`config.mk`:
```
export PLATFORM = sky130hd
export DESIGN_NAME = fb_draw_sched_flat
export DESIGN_NICKNAME = d
export VERILOG_FILES = /design/src/rtl/fb_draw_sched_pkg.sv /design/src/rtl/fb_draw_sched_if.sv /design/src/rtl/fb_draw_sched_sprite_shape.sv /design/src/rtl/fb_draw_sched.sv /design/src/flat_wrapper.sv
export SDC_FILE = /design/constraint.sdc
export NUM_CORES = 1
export LEC_CHECK = 0
export CAP_MARGIN = 20
export CORE_ASPECT_RATIO = 0.9
export CORE_MARGIN = 10
export CORE_UTILIZATION = 35
export DETAILED_ROUTE_END_ITERATION = 7
export PLACE_DENSITY = 0.64
export REMOVE_ABC_BUFFERS = 1
export SYNTH_ARGS = -nofsm -noshare
export SYNTH_HDL_FRONTEND = slang
export SYNTH_SLANG_ARGS = --single-unit
```
`constraint.sdc`:
```
create_clock -name clk -period 3.3 [get_ports clk]
set_input_delay 0.66 -clock clk [delete_from_list [all_inputs] [get_ports clk]]
set_output_delay 0.66 -clock clk [all_outputs]
set_load 0.005 [all_outputs]
```
`src/rtl/fb_draw_sched_pkg.sv`:
```
// fb_pkg: shared constants and types for the framebuffer write scheduler.
//   FB_W/FB_H   : framebuffer geometry (1 bit per pixel)
//   SPR         : sprite edge length (square, power of two)
//   XW/YW       : write-port address widths
//   SPR_*       : sprite kind encodings
//   state_e     : scheduler FSM states
package fb_pkg;

    localparam int FB_W   = 320;
    localparam int FB_H   = 200;
    localparam int SPR    = 16;
    localparam int SPR_CW = $clog2(SPR);
    localparam int XW     = 9;
    localparam int YW     = 8;

    localparam logic [1:0] SPR_BIG   = 2'd0;
    localparam logic [1:0] SPR_MID   = 2'd1;
    localparam logic [1:0] SPR_SMALL = 2'd2;
    localparam logic [1:0] SPR_ERASE = 2'd3;

    typedef enum logic [1:0] {
        IDLE  = 2'd0,
        CLEAR = 2'd1,
        BLIT  = 2'd2,
        DONE  = 2'd3
    } state_e;

endpackage

```
`src/rtl/fb_draw_sched_if.sv`:
```
// fb_draw_sched_if: requester + framebuffer write-port signals of the scheduler.
//   master : the game logic / write port side (drives requests, window)
//   slave  : the scheduler (drives acks, busy and the write port)
interface fb_draw_sched_if;
    import fb_pkg::*;

    logic          wr_window;
    logic          clr_req;
    logic          clr_ack;
    logic          spr_req;
    logic [XW-1:0] spr_x;
    logic [YW-1:0] spr_y;
    logic [1:0]    spr_kind;
    logic          spr_ack;
    logic          busy;
    logic          wr_en;
    logic [XW-1:0] wr_x;
    logic [YW-1:0] wr_y;
    logic          wr_data;

    modport master (
        output wr_window, clr_req, spr_req, spr_x, spr_y, spr_kind,
        input  clr_ack, spr_ack, busy, wr_en, wr_x, wr_y, wr_data
    );

    modport slave (
        input  wr_window, clr_req, spr_req, spr_x, spr_y, spr_kind,
        output clr_ack, spr_ack, busy, wr_en, wr_x, wr_y, wr_data
    );

endinterface

```
`src/rtl/fb_draw_sched_sprite_shape.sv`:
```
// sprite_shape: combinational sprite art lookup.
//   kind_i : sprite kind (SPR_BIG/MID/SMALL/ERASE)
//   dx_i   : column inside the sprite
//   dy_i   : row inside the sprite
//   pix_o  : pixel value (every sprite pixel is opaque, zeros included)
// Upper half is empty; lower half is a solid bar whose width depends on kind.
module sprite_shape
    import fb_pkg::*;
#(
    parameter int CW = SPR_CW
) (
    input  logic [1:0]    kind_i,
    input  logic [CW-1:0] dx_i,
    input  logic [CW-1:0] dy_i,
    output logic          pix_o
);

    always_comb begin
        pix_o = 1'b0;
        if (dy_i >= CW'(8)) begin
            case (kind_i)
                SPR_BIG:   pix_o = (dx_i < CW'(12));
                SPR_MID:   pix_o = (dx_i < CW'(11));
                SPR_SMALL: pix_o = (dx_i < CW'(8));
                default:   pix_o = 1'b0;
            endcase
        end
    end

endmodule

```
`src/rtl/fb_draw_sched.sv`:
```
// fb_draw_sched: framebuffer write-port scheduler.
//   clk, rst   : clock, synchronous active-high reset
//   bus.slave  : clear / sprite request-ack pairs, wr_window, busy and the
//                registered framebuffer write port (wr_en, wr_x, wr_y, wr_data)
// A granted clear writes every pixel to 0 in x-major order; a granted blit
// walks an SPR x SPR box from the latched origin, clipping off-screen pixels.
// Both pause (counters hold, no write) whenever wr_window is low.
module fb_draw_sched #(
    parameter int FB_W = fb_pkg::FB_W,
    parameter int FB_H = fb_pkg::FB_H,
    parameter int SPR  = fb_pkg::SPR
) (
    input  logic           clk,
    input  logic           rst,
    fb_draw_sched_if.slave bus
);
    import fb_pkg::*;

    localparam int CW = $clog2(SPR);

    state_e        state_q, state_d;
    logic [XW-1:0] cx_q, cx_d;
    logic [YW-1:0] cy_q, cy_d;
    logic [XW-1:0] ox_q, ox_d;
    logic [YW-1:0] oy_q, oy_d;
    logic [1:0]    kind_q, kind_d;
    logic          op_clr_q, op_clr_d;

    logic          wr_en_q, wr_en_d;
    logic [XW-1:0] wr_x_q, wr_x_d;
    logic [YW-1:0] wr_y_q, wr_y_d;
    logic          wr_data_q, wr_data_d;
    logic          clr_ack_q, clr_ack_d;
    logic          spr_ack_q, spr_ack_d;
    logic          busy_q, busy_d;

    // Blit target at one extra bit so off-screen pixels are detected, never wrapped.
    logic [XW:0]   bx;
    logic [YW:0]   by;
    logic          clip;
    logic          shape_pix;

    assign bx   = {1'b0, ox_q} + (XW+1)'(cx_q);
    assign by   = {1'b0, oy_q} + (YW+1)'(cy_q);
    assign clip = (bx >= (XW+1)'(FB_W)) || (by >= (YW+1)'(FB_H));

    sprite_shape #(.CW(CW)) u_shape (
        .kind_i (kind_q),
        .dx_i   (cx_q[CW-1:0]),
        .dy_i   (cy_q[CW-1:0]),
        .pix_o  (shape_pix)
    );

    always_comb begin
        state_d   = state_q;
        cx_d      = cx_q;
        cy_d      = cy_q;
        ox_d      = ox_q;
        oy_d      = oy_q;
        kind_d    = kind_q;
        op_clr_d  = op_clr_q;
        wr_en_d   = 1'b0;
        wr_x_d    = wr_x_q;
        wr_y_d    = wr_y_q;
        wr_data_d = wr_data_q;
        clr_ack_d = 1'b0;
        spr_ack_d = 1'b0;

        case (state_q)
            IDLE: begin
                // The ack is visible while already back in IDLE; the requester
                // still holds req during that cycle, so no grant then.
                if (bus.wr_window && !(clr_ack_q || spr_ack_q)) begin
                    if (bus.clr_req || bus.spr_req) begin
                        state_d  = bus.clr_req ? CLEAR : BLIT;
                        op_clr_d = bus.clr_req;
                        cx_d     = '0;
                        cy_d     = '0;
                        ox_d     = bus.spr_x;
                        oy_d     = bus.spr_y;
                        kind_d   = bus.spr_kind;
                    end
                end
            end

            CLEAR: begin
                if (bus.wr_window) begin
                    wr_en_d   = 1'b1;
                    wr_x_d    = cx_q;
                    wr_y_d    = cy_q;
                    wr_data_d = 1'b0;
                    if (cx_q == XW'(FB_W - 1)) begin
                        cx_d = '0;
                        if (cy_q == YW'(FB_H - 1)) state_d = DONE;
                        else                       cy_d    = cy_q + YW'(1);
                    end else begin
                        cx_d = cx_q + XW'(1);
                    end
                end
            end

            BLIT: begin
                if (bus.wr_window) begin
                    // Clipped pixels still consume a cycle so blit timing is fixed.
                    wr_en_d = !clip;
                    if (!clip) begin
                        wr_x_d    = bx[XW-1:0];
                        wr_y_d    = by[YW-1:0];
                        wr_data_d = shape_pix;
                    end
                    if (cx_q == XW'(SPR - 1)) begin
                        cx_d = '0;
                        if (cy_q == YW'(SPR - 1)) state_d = DONE;
                        else                      cy_d    = cy_q + YW'(1);
                    end else begin
                        cx_d = cx_q + XW'(1);
                    end
                end
            end

            DONE: begin
                clr_ack_d = op_clr_q;
                spr_ack_d = !op_clr_q;
                state_d   = IDLE;
            end

            default: state_d = IDLE;
        endcase

        busy_d = (state_d != IDLE);
    end

    always_ff @(posedge clk) begin
        if (rst) begin
            state_q   <= IDLE;
            cx_q      <= '0;
            cy_q      <= '0;
            ox_q      <= '0;
            oy_q      <= '0;
            kind_q    <= '0;
            op_clr_q  <= 1'b0;
            wr_en_q   <= 1'b0;
            wr_x_q    <= '0;
            wr_y_q    <= '0;
            wr_data_q <= 1'b0;
            clr_ack_q <= 1'b0;
            spr_ack_q <= 1'b0;
            busy_q    <= 1'b0;
        end else begin
            state_q   <= state_d;
            cx_q      <= cx_d;
            cy_q      <= cy_d;
            ox_q      <= ox_d;
            oy_q      <= oy_d;
            kind_q    <= kind_d;
            op_clr_q  <= op_clr_d;
            wr_en_q   <= wr_en_d;
            wr_x_q    <= wr_x_d;
            wr_y_q    <= wr_y_d;
            wr_data_q <= wr_data_d;
            clr_ack_q <= clr_ack_d;
            spr_ack_q <= spr_ack_d;
            busy_q    <= busy_d;
        end
    end

    assign bus.wr_en   = wr_en_q;
    assign bus.wr_x    = wr_x_q;
    assign bus.wr_y    = wr_y_q;
    assign bus.wr_data = wr_data_q;
    assign bus.clr_ack = clr_ack_q;
    assign bus.spr_ack = spr_ack_q;
    assign bus.busy    = busy_q;

endmodule
```
`src/flat_wrapper.sv`:
```
// flat-port wrapper written by rule: the top's interface ports become plain ports
module fb_draw_sched_flat import fb_pkg::*;
#(
    parameter int FB_W = fb_pkg::FB_W,
    parameter int FB_H = fb_pkg::FB_H,
    parameter int SPR  = fb_pkg::SPR
)
  (clk, rst, bus_wr_window, bus_clr_req, bus_spr_req, bus_spr_x, bus_spr_y, bus_spr_kind, bus_clr_ack, bus_spr_ack, bus_busy, bus_wr_en, bus_wr_x, bus_wr_y, bus_wr_data);
  fb_draw_sched_if bus_i ();
  input  logic clk;
  input  logic rst;
  input wire logic [$bits(bus_i.wr_window)-1:0] bus_wr_window;
  input wire logic [$bits(bus_i.clr_req)-1:0] bus_clr_req;
  input wire logic [$bits(bus_i.spr_req)-1:0] bus_spr_req;
  input wire logic [$bits(bus_i.spr_x)-1:0] bus_spr_x;
  input wire logic [$bits(bus_i.spr_y)-1:0] bus_spr_y;
  input wire logic [$bits(bus_i.spr_kind)-1:0] bus_spr_kind;
  output wire logic [$bits(bus_i.clr_ack)-1:0] bus_clr_ack;
  output wire logic [$bits(bus_i.spr_ack)-1:0] bus_spr_ack;
  output wire logic [$bits(bus_i.busy)-1:0] bus_busy;
  output wire logic [$bits(bus_i.wr_en)-1:0] bus_wr_en;
  output wire logic [$bits(bus_i.wr_x)-1:0] bus_wr_x;
  output wire logic [$bits(bus_i.wr_y)-1:0] bus_wr_y;
  output wire logic [$bits(bus_i.wr_data)-1:0] bus_wr_data;
  assign bus_i.wr_window = bus_wr_window;
  assign bus_i.clr_req = bus_clr_req;
  assign bus_i.spr_req = bus_spr_req;
  assign bus_i.spr_x = bus_spr_x;
  assign bus_i.spr_y = bus_spr_y;
  assign bus_i.spr_kind = bus_spr_kind;
  assign bus_clr_ack = bus_i.clr_ack;
  assign bus_spr_ack = bus_i.spr_ack;
  assign bus_busy = bus_i.busy;
  assign bus_wr_en = bus_i.wr_en;
  assign bus_wr_x = bus_i.wr_x;
  assign bus_wr_y = bus_i.wr_y;
  assign bus_wr_data = bus_i.wr_data;
  fb_draw_sched #(.FB_W(FB_W), .FB_H(FB_H), .SPR(SPR)) u_core (.clk(clk), .rst(rst), .bus(bus_i));
endmodule
```
# [Yosys cells after proc, flatten, opt, wreduce, memory -nomap -nowiden]
# Index checks and enable logic that the tools add are counted.
[totals] output_inout_bits=22 elab_cells=103 input_bits=24 regBits=61
[op_classes] reduce_logical=17 n_addsub=4 n_lt_le_gt_ge=6 eq_ne=18 bitwise=1 n_mux=43
[op_table] cell="two-way mux 8 bit" count=11
[op_table] cell="two-way mux 9 bit" count=9
[op_table] cell="case mux 9 bit (3 select lines)" count=1
[op_table] cell="case mux 8 bit (3 select lines)" count=1
[op_table] cell="two-way mux 2 bit" count=9
[op_table] cell="case mux 9 bit (2 select lines)" count=1
[op_table] cell="case mux 8 bit (2 select lines)" count=1
[op_table] cell="< comparator 4 bit, second input constant" count=3
[op_table] cell="adder 9 x 9 -> 10 bit" count=1
[op_table] cell=">= comparator 10 x 9 -> 1 bit, second input constant" count=1
[op_table] cell="inequality test 2 bit, second input constant" count=5
[op_table] cell="adder 8 x 8 -> 9 bit" count=1
[op_table] cell="adder 9 x 1 -> 9 bit, second input constant" count=1
[op_table] cell="equality test 9 x 4 -> 1 bit, second input constant" count=1
[op_table] cell="equality test 9 bit, second input constant" count=1
[op_table] cell=">= comparator 9 x 8 -> 1 bit, second input constant" count=1
[op_table] cell="AND reduction 9 bit" count=1
[op_table] cell="adder 8 x 1 -> 8 bit, second input constant" count=1
[op_table] cell="equality test 8 x 4 -> 1 bit, second input constant" count=1
[op_table] cell="equality test 8 bit, second input constant" count=1
[op_table] cell="inequality test 2 x 1 -> 1 bit, second input constant" count=4
[op_table] cell="case mux 2 bit (4 select lines)" count=1
[op_table] cell="equality test 2 bit, second input constant" count=3
[op_table] cell="two-way mux 1 bit" count=6
[op_table] cell="15 further kinds" count=23

# [Longest topological paths before layout]
# Gate-level depths: netlist of the first run.
[depth] depth_word=6 depth_mapped=12 ltp_nobuf=11

# [Modules after synthesis]
# From an unflattened synthesis of the first run, not the netlist that was laid out.
[hier_totals] cells_unflattened=437 hier_area_um2=3742.3
[modules_own_cells] mod="fb_draw_sched" area_per_inst_um2=3718.6 n_inst=1 cells_per_inst=433 seq_area_each_um2=1221.2
[modules_own_cells] mod="sprite_shape" area_per_inst_um2=23.8 n_inst=1 cells_per_inst=4 seq_area_each_um2=0.0

# [Worst setup path before layout of the first run]
# OpenSTA, ideal clock, no wires.
[synth_timing] path_type="flip-flop to flip-flop" from="reg u_core.cx_q[0]" to="reg u_core.wr_x_q[0] (netlist: u_core.bus.wr_x[0])" path_slack_ns=0.320 required_time_ns=3.177 path_buffers=1 period_less_slack_ns=2.980 setup_ns=0.123 arrival_time_ns=2.857 stages_incl_launch_ff=13 cell_sequence="dfxtp_1 -> ha_1 -> inv_1 -> fa_1 -> nand2b_1 -> a21o_1 -> o21a_1 -> o221ai_1 -> a31oi_1 -> a211o_1 -> o22ai_4 -> buf_6 -> mux2_1"
[synth_between] elab_chain_len=5 word_cells_on_any_way=9 classes_between="add/sub (1); order compare (1); eq/ne (1); mux (4); reduce/logical (2)"
[synth_rtl] item="start: declaration" line="fb_draw_sched.sv:22" source="logic [XW-1:0] cx_q, cx_d;"
[synth_rtl] item="start signal: assignment" line="fb_draw_sched.sv:136" source="cx_q <= '0;"
[synth_rtl] item="start signal: assignment" line="fb_draw_sched.sv:151" source="cx_q <= cx_d;"
[synth_rtl] item="adder 9 x 9 -> 10 bit" line="fb_draw_sched.sv:43" source="assign bx = {1'b0, ox_q} + (XW+1)'(cx_q);"
[synth_rtl] item=">= comparator 10 x 9 -> 1 bit" line="fb_draw_sched.sv:45" source="assign clip = (bx >= (XW+1)'(FB_W)) || (by >= (YW+1)'(FB_H));"
[synth_rtl] item="logical OR 1 bit" line="fb_draw_sched.sv:45"
[synth_rtl] item="inequality test 2 bit (no source line)"
[synth_rtl] item="AND reduction 4 bit (no source line)"
[synth_rtl] item="end signal: assignment" line="fb_draw_sched.sv:158" source="wr_x_q <= wr_x_d;"
[synth_rtl] item="end: declaration" line="fb_draw_sched.sv:30" source="logic [XW-1:0] wr_x_q, wr_x_d;"
# Parallel ways exist; a longest one is shown, timed or not. The select of a mux whose other input is x is not followed.
# A chain may end at the register's enable or synchronous reset.

# [Worst setup path after layout of the first run]
[layout_timing] from="reg u_core.cx_q[0]" to="reg u_core.wr_y_q[5] (netlist: u_core.bus.wr_y[5])"
[layout_between] elab_chain_len=5
[layout_rtl] item="adder 9 x 9 -> 10 bit" line="fb_draw_sched.sv:43"
[layout_rtl] item=">= comparator 10 x 9 -> 1 bit" line="fb_draw_sched.sv:45"
[layout_rtl] item="logical OR 1 bit" line="fb_draw_sched.sv:45"
[layout_rtl] item="inequality test 2 bit (no source line)"
[layout_rtl] item="AND reduction 4 bit (no source line)"
[layout_rtl] item="end signal: assignment" line="fb_draw_sched.sv:159" source="wr_y_q <= wr_y_d;"
[layout_rtl] item="end: declaration" line="fb_draw_sched.sv:31" source="logic [YW-1:0] wr_y_q, wr_y_d;"
# No other way between the ends.

==> results of run 1 <==
per-layer routing:
layer / GRT usage [%] / share of wire (%) / vias to the layer above
met5: 0 / 0 / -
met4: 4.50 / 1.8 / 0
met3: 3.47 / 4.3 / 14
met2: 19.7 / 44 / 61
met1: 16.3 / 50 / 1493
li1: - / - / 1609
final cells by class:
cell class              instances  area (sq um)  area share (%)
clock buffers                  11           243            5.25
clock inverters                 5          83.8            1.81
inverters                      19          71.3            1.54
multi-input cells             339          2270            49.2
flip-flops and latches         61          1220            26.4
well taps                     129           161            3.49
repair buffers                 60           566            12.2
how the worst max path moves through the flow:
stage	from	endpoint	depth (start not counted)
5_1_grt	u_core.cx_q[0]	u_core.bus.wr_x[3]	12
4_1_cts	u_core.cx_q[0]	u_core.bus.wr_y[2]	12
2_1_floorplan	u_core.cx_q[0]	u_core.bus.wr_data	11
6_report	u_core.cx_q[0]	u_core.bus.wr_y[5]	12
3_3_place_gp	u_core.cx_q[0]	u_core.bus.wr_y[0]	12
3_5_place_dp	u_core.cx_q[0]	u_core.bus.wr_y[0]	12
cells in the mapped netlist (all sizes together) (2+ instances only):
| master | count |
|---|---|
| nor3b | 2 |
| mux2 | 16 |
| a211o | 4 |
| xnor2 | 12 |
| nor2b | 17 |
| nand3b | 2 |
| xor2 | 7 |
| o21bai | 2 |
| and2 | 2 |
| nor3 | 2 |
| buf | 6 |
| fa | 2 |
| nand4 | 4 |
| or2 | 6 |
| nor4 | 2 |
| nand2b | 6 |
| clkbuf | 15 |
| and3 | 3 |
| nor2 | 45 |
| nand2 | 63 |
| a21oi | 40 |
| nand4b | 4 |
| inv | 19 |
| o21ai | 16 |
| mux2i | 19 |
| ha | 26 |
| a221oi | 2 |
| or3 | 4 |
| a211oi | 3 |
| dfxtp | 61 |
| nand3 | 9 |
| a31oi | 3 |
| a21o | 4 |
state kept, by name, summed over array words and instances, names as in the netlist:
register            flops
u_core.bus.wr_x         9
u_core.cx_q             9
u_core.ox_q             9
u_core.bus.wr_y         8
u_core.cy_q             8
u_core.oy_q             8
u_core.kind_q           2
u_core.state_q          2
u_core.bus.busy         1
u_core.bus.clr_ack      1
u_core.bus.spr_ack      1
u_core.bus.wr_data      1
u_core.bus.wr_en        1
u_core.op_clr_q         1
repair_timing:
action / in CTS / in global routing
pin swaps: 1 / 1
endpoints found under the hold margin: 0 / 0
gates resized for setup: 0 / 4
setup endpoints to repair: 6 / 17
setup buffers: 1 / 0
kinds of logic after synthesis:
logic type,after synthesis
buffers and inverters,40
xor gates and xnor gates,19
muxes,35
and+or+nand+nor,172
DFF,61
AOI/OAI and AO/OA,85
adders and majority gates,28
metrics by stage:
stage | power (mW) | cells | utilization (%)
3_3_place_gp | 1.73 | 607 | 41.9
3_5_place_dp | 1.75 | 607 | 41.9
2_1_floorplan | 1.45 | 419 | -
4_1_cts | 2.79 | 624 | 45.1
6_report | 2.78 | 624 | 45.3
5_1_grt | 2.95 | 624 | 45.3
critical path, delay by kind of cell, from the launching register on:
| family | cells | cell delay, ns |
|---|---|---|
| adders and majority gates | 2 | 0.61 |
| DFF | 1 | 0.39 |
| AOI/OAI and AO/OA | 6 | 1.26 |
| and+or+nand+nor | 1 | 0.17 |
| buffers and inverters | 2 | 0.24 |
| muxes | 1 | 0.33 |
power by group:
part	leakage [nW]	switching, mW	internal (mW)	total [mW]
logic	1.17	0.496	0.375	0.871
registers	0.495	0.0623	0.815	0.877
clock network	0.152	0.345	0.683	1.03
total	1.82	0.903	1.87	2.78
==> impl_metrics.toml, run 1 <==
[status]
status = "finished clean"

[synthesis]
ys_warn_count = 0
ys_ff_latch = 61
synth_edf_count = 0
syn_area_per_cell_sq_um = 8.29
synth_cells = 440
synth_ff_type = "dfxtp_1"
synthDistinctLibCells = 53
synth_compound_area_share_pct = 15.1
synthTopCellsByArea = "dfxtp_1 33%, ha_1 8.9%, nand2_1 6.5%"
synth_xor_area_share_pct = 4.56
synth.yosys.seq_area_share_pct = 33.5
synth_fa_ha_area_share_pct = 10.0
synth_top_family_by_area = "simple AND/OR/NAND/NOR gates"
netlist_area_sq_um = 3650
yosysTopAreaCellShare_pct = 33.5
synth_mux_area_share_pct = 10.2
synth_top_cell_by_area = "dfxtp_1"
synthSimpleGateAreaFrac_pct = 22.3
synthArstFlopShare_pct = 0

[finish]
insertedDiodeCount = 0
final_common_cell = "nand2_1"
fill_cells = 1005
drive_above_1_share_pct = 10.9
nNetsFinal = 542
layout_common_cells = "63 x nand2_1, 60 x dfxtp_1, 45 x nor2_1"
finalInstanceArea_sq_um = 4620
area_growth_pct = 26.7

[drt]
routedWlPerCell_um = 14.6
drt-pass1-iter-count = 4
drt-initial-drc-count = 148
drtAntennaViolNets = 0
drc_errors = 0
vias_per_cell = 5.09
vias = 3177
wirelength_um = 9110

[clocking]
ctsHoldBuffers = 0
root_buffer = "clkbuf_16"
cts.reportedPaths.clkPinSlew_ns = 0.06
cts_htree_levels = 3
cts.path.max_buffers = 2
cts_tree = "built"
cts_inserted_buffers = 9
worstSkewPairLatency_ns = 0.33
cts_sinks = 61

[setup_path]
crit_path_cell_trace = "ha_1 > inv_1 > fa_1 > nand2b_4 > a21o_1 > o21a_1 > o221ai_1 > a31oi_1 > a211o_1 > o22ai_4 > buf_6 > mux2_2"
crit_slowest_cell = "fa_1"
worstRegToRegCells = 12
crit_arrival_ns = 3.33
cp-start-kind = "register"
r2r-end = "u_core.bus.wr_y[5]"
r2r_start = "u_core.cx_q[0]"
rrSetupSlack_ns = 0.19
crit_path_max_incr_delay_ns = 0.41
crit_type = "register to register"
critPathRequiredTime_ns = 3.52
endpoint_kind = "register"
critPathMaxFanout = 6

[power]
p_per_area_nw_per_um2 = 601
vdd.ir_drop.worst_mv = 0.268
p_leak_nw = 1.82

[timing]
fin_ws_ns = 0.192
fin_crit_sh_pct = 94.2
slew_headroom_pct = 35.1
fin_crit_ns = 3.11
setup_viol = 0
drv_slew = 0
tightestPinTransition_ns = 0.973
hold_violations = 0
setup_tns_ns = 0
hold-worst-slack_ns = 0.450
clock_skew_ns = 0.00424
max_freq_ghz = 0.322

[die]
start_util_pct = 35.8
dieArea_sq_um = 14900
io_pins = 46
std_cell_rows = 35
die_w_um = 128
die_h_um = 117
core_sq_um = 10200

[grt]
grt_max_degree = 57
grt_pass1_vias = 3171
antenna_found_initial = 0
grt_overflow = 0
grt_usage_pct = 12.6
grt_first_pass_wirelength_um = 15400

[place]
port_buffers = 45
pre_cts_ws_ns = 0.0261
place.gp.congestion = 0.794
dp_hpwl_um = 6750
dpl_cell_area_sq_um = 4270

[min_path]
hold_path_class = "register to register"
hp-start = "u_core.op_clr_q"
min_path_cells = 1
hold_end = "u_core.bus.spr_ack"

[flow_run]
maxCapViolCount = 0
Note: power is estimated with default switching activity, not from simulation.
==> run 2, diff against run 1 <==
ABC_CLOCK_PERIOD_IN_PS = 3300   (was default)
CTS_BUF_LIST = sky130_fd_sc_hd__clkbuf_4 sky130_fd_sc_hd__clkbuf_8 sky130_fd_sc_hd__clkbuf_16   (was default)
==> run 2 against run 1 <==
  * Die area unchanged
  * Clock power about the same
  * Via count about the same
  * Largest power group unchanged
==> impl_metrics.toml, run 2 (synthesized netlist as in run 1, its figures left out) <==
[status]
status = "finished clean"

[timing]
setup_viol = 0
max_freq_ghz = 0.322
slew_headroom_pct = 35.1
fin_crit_sh_pct = 94.1
clock_skew_ns = 0.00394
hold-worst-slack_ns = 0.450
fin_crit_ns = 3.10
drv_slew = 0
hold_violations = 0
tightestPinTransition_ns = 0.973

[drt]
routedWlPerCell_um = 14.6
drtAntennaViolNets = 0
vias = 3178
vias_per_cell = 5.09
drc_errors = 0
drt-pass1-iter-count = 4
wirelength_um = 9090
drt-initial-drc-count = 134

[finish]
drive_above_1_share_pct = 11.1
layout_common_cells = "63 x nand2_1, 60 x dfxtp_1, 45 x nor2_1"
nNetsFinal = 542
final_common_cell = "nand2_1"
area_growth_pct = 26.8
insertedDiodeCount = 0
instances_no_fill = 624

[min_path]
hold_path_class = "register to register"
hp-start = "u_core.op_clr_q"

[setup_path]
critPathMaxFanout = 6
critPathRequiredTime_ns = 3.52
rrSetupSlack_ns = 0.20
endpoint_kind = "register"
startpoint = "u_core.cx_q[0]"
r2r_start = "u_core.cx_q[0]"
crit_arrival_ns = 3.32
cp-start-kind = "register"
crit_type = "register to register"

[die]
io_pins = 46
die_w_um = 128
start_util_pct = 35.8
dieArea_sq_um = 14900
die_h_um = 117
std_cell_rows = 35
core_sq_um = 10200

[grt]
grt_usage_pct = 12.6
grt_max_degree = 57
grt_pass1_vias = 3176
antenna_found_initial = 0
grt_first_pass_wirelength_um = 15400
grt_overflow = 0

[power]
p_total_mw = 2.78
vdd.ir_drop.worst_mv = 0.269
p_per_area_nw_per_um2 = 602
p_leak_nw = 1.82

[place]
place.gp.congestion = 0.794
dp_hpwl_um = 6750
dpl.cell_count = 607
port_buffers = 45

[clocking]
cts_tree = "built"
cts.reportedPaths.clkPinSlew_ns = 0.06
cts_inserted_buffers = 9
root_buffer = "clkbuf_16"
worstSkewPairLatency_ns = 0.33
cts_sinks = 61
cts_htree_levels = 3
cts.path.max_buffers = 2

[flow_run]
maxCapViolCount = 0
==> run 2: changes by cell type in the layout (fill, tap and decap cells not counted) <==
| cell | change |
|---|---|
| clkbuf_1 | -1 |
| clkbuf_4 | +1 |
==> run 2: critical path: stages (launching register included) <==
cell and delay, ns:
dfxtp_2 0.38, ha_1 0.20, inv_1 0.06, fa_1 0.41, nand2b_4 0.17, a21o_1 0.21, o21a_1 0.19, o221ai_1 0.19
a31oi_1 0.07, a211o_1 0.35, o22ai_4 0.25, buf_6 0.18, mux2_2 0.33
==> run 2: where the power goes <==
part | switching, mW | internal, mW | leakage, nW
registers | 0.0624 | 0.815 | 0.495
clock network | 0.345 | 0.691 | 0.155
logic | 0.496 | 0.375 | 1.17
==> run 2: layout make-up <==
cell class,count,area (sq um)
multi-input combinational,339,2270
clock inverter,5,83.8
timing repair buffer,60,566
clock buffer,11,246
sequential,61,1220
fill,1004,5580
tap,129,161
inverter,19,71.3
==> run 2: final timing paths <==
check / endpoint / cells after the start
worst max-delay path: u_core.bus.wr_y[5] / 12
worst min-delay path: u_core.bus.spr_ack / 1
worst min register to register: u_core.bus.spr_ack / 1
worst max register to register: u_core.bus.wr_y[5] / 12
==> run 2: metal layers <==
metal	track usage [%]	wire (um)
met5	0	0
met1	16.3	4440
met4	4.50	163
met3	3.42	455
met2	19.8	4030
==> run 2: per-stage QoR <==
stage                     setup slack, ns  util (%)  cell area, sq um  TNS (ns)
after global routing             -0.00679      45.3              4630  -0.00824
after CTS                          0.0333      45.2              4610         0
after detailed placement           0.0261      41.9              4270         0
after global placement              0.177      41.9              4270         0
final                               0.196      45.3              4630         0
after floorplan                     0.290         -              3560         0
==> run 2: timing repair <==
item                                    in CTS  in global routing
pin swaps                                    1                  1
hold buffers                                 0                  0
endpoints found under the hold margin        0                  0
resized for setup                            0                  4
endpoints found under the setup margin       6                 17
setup buffers                                1                  0
cloned                                       0                  0
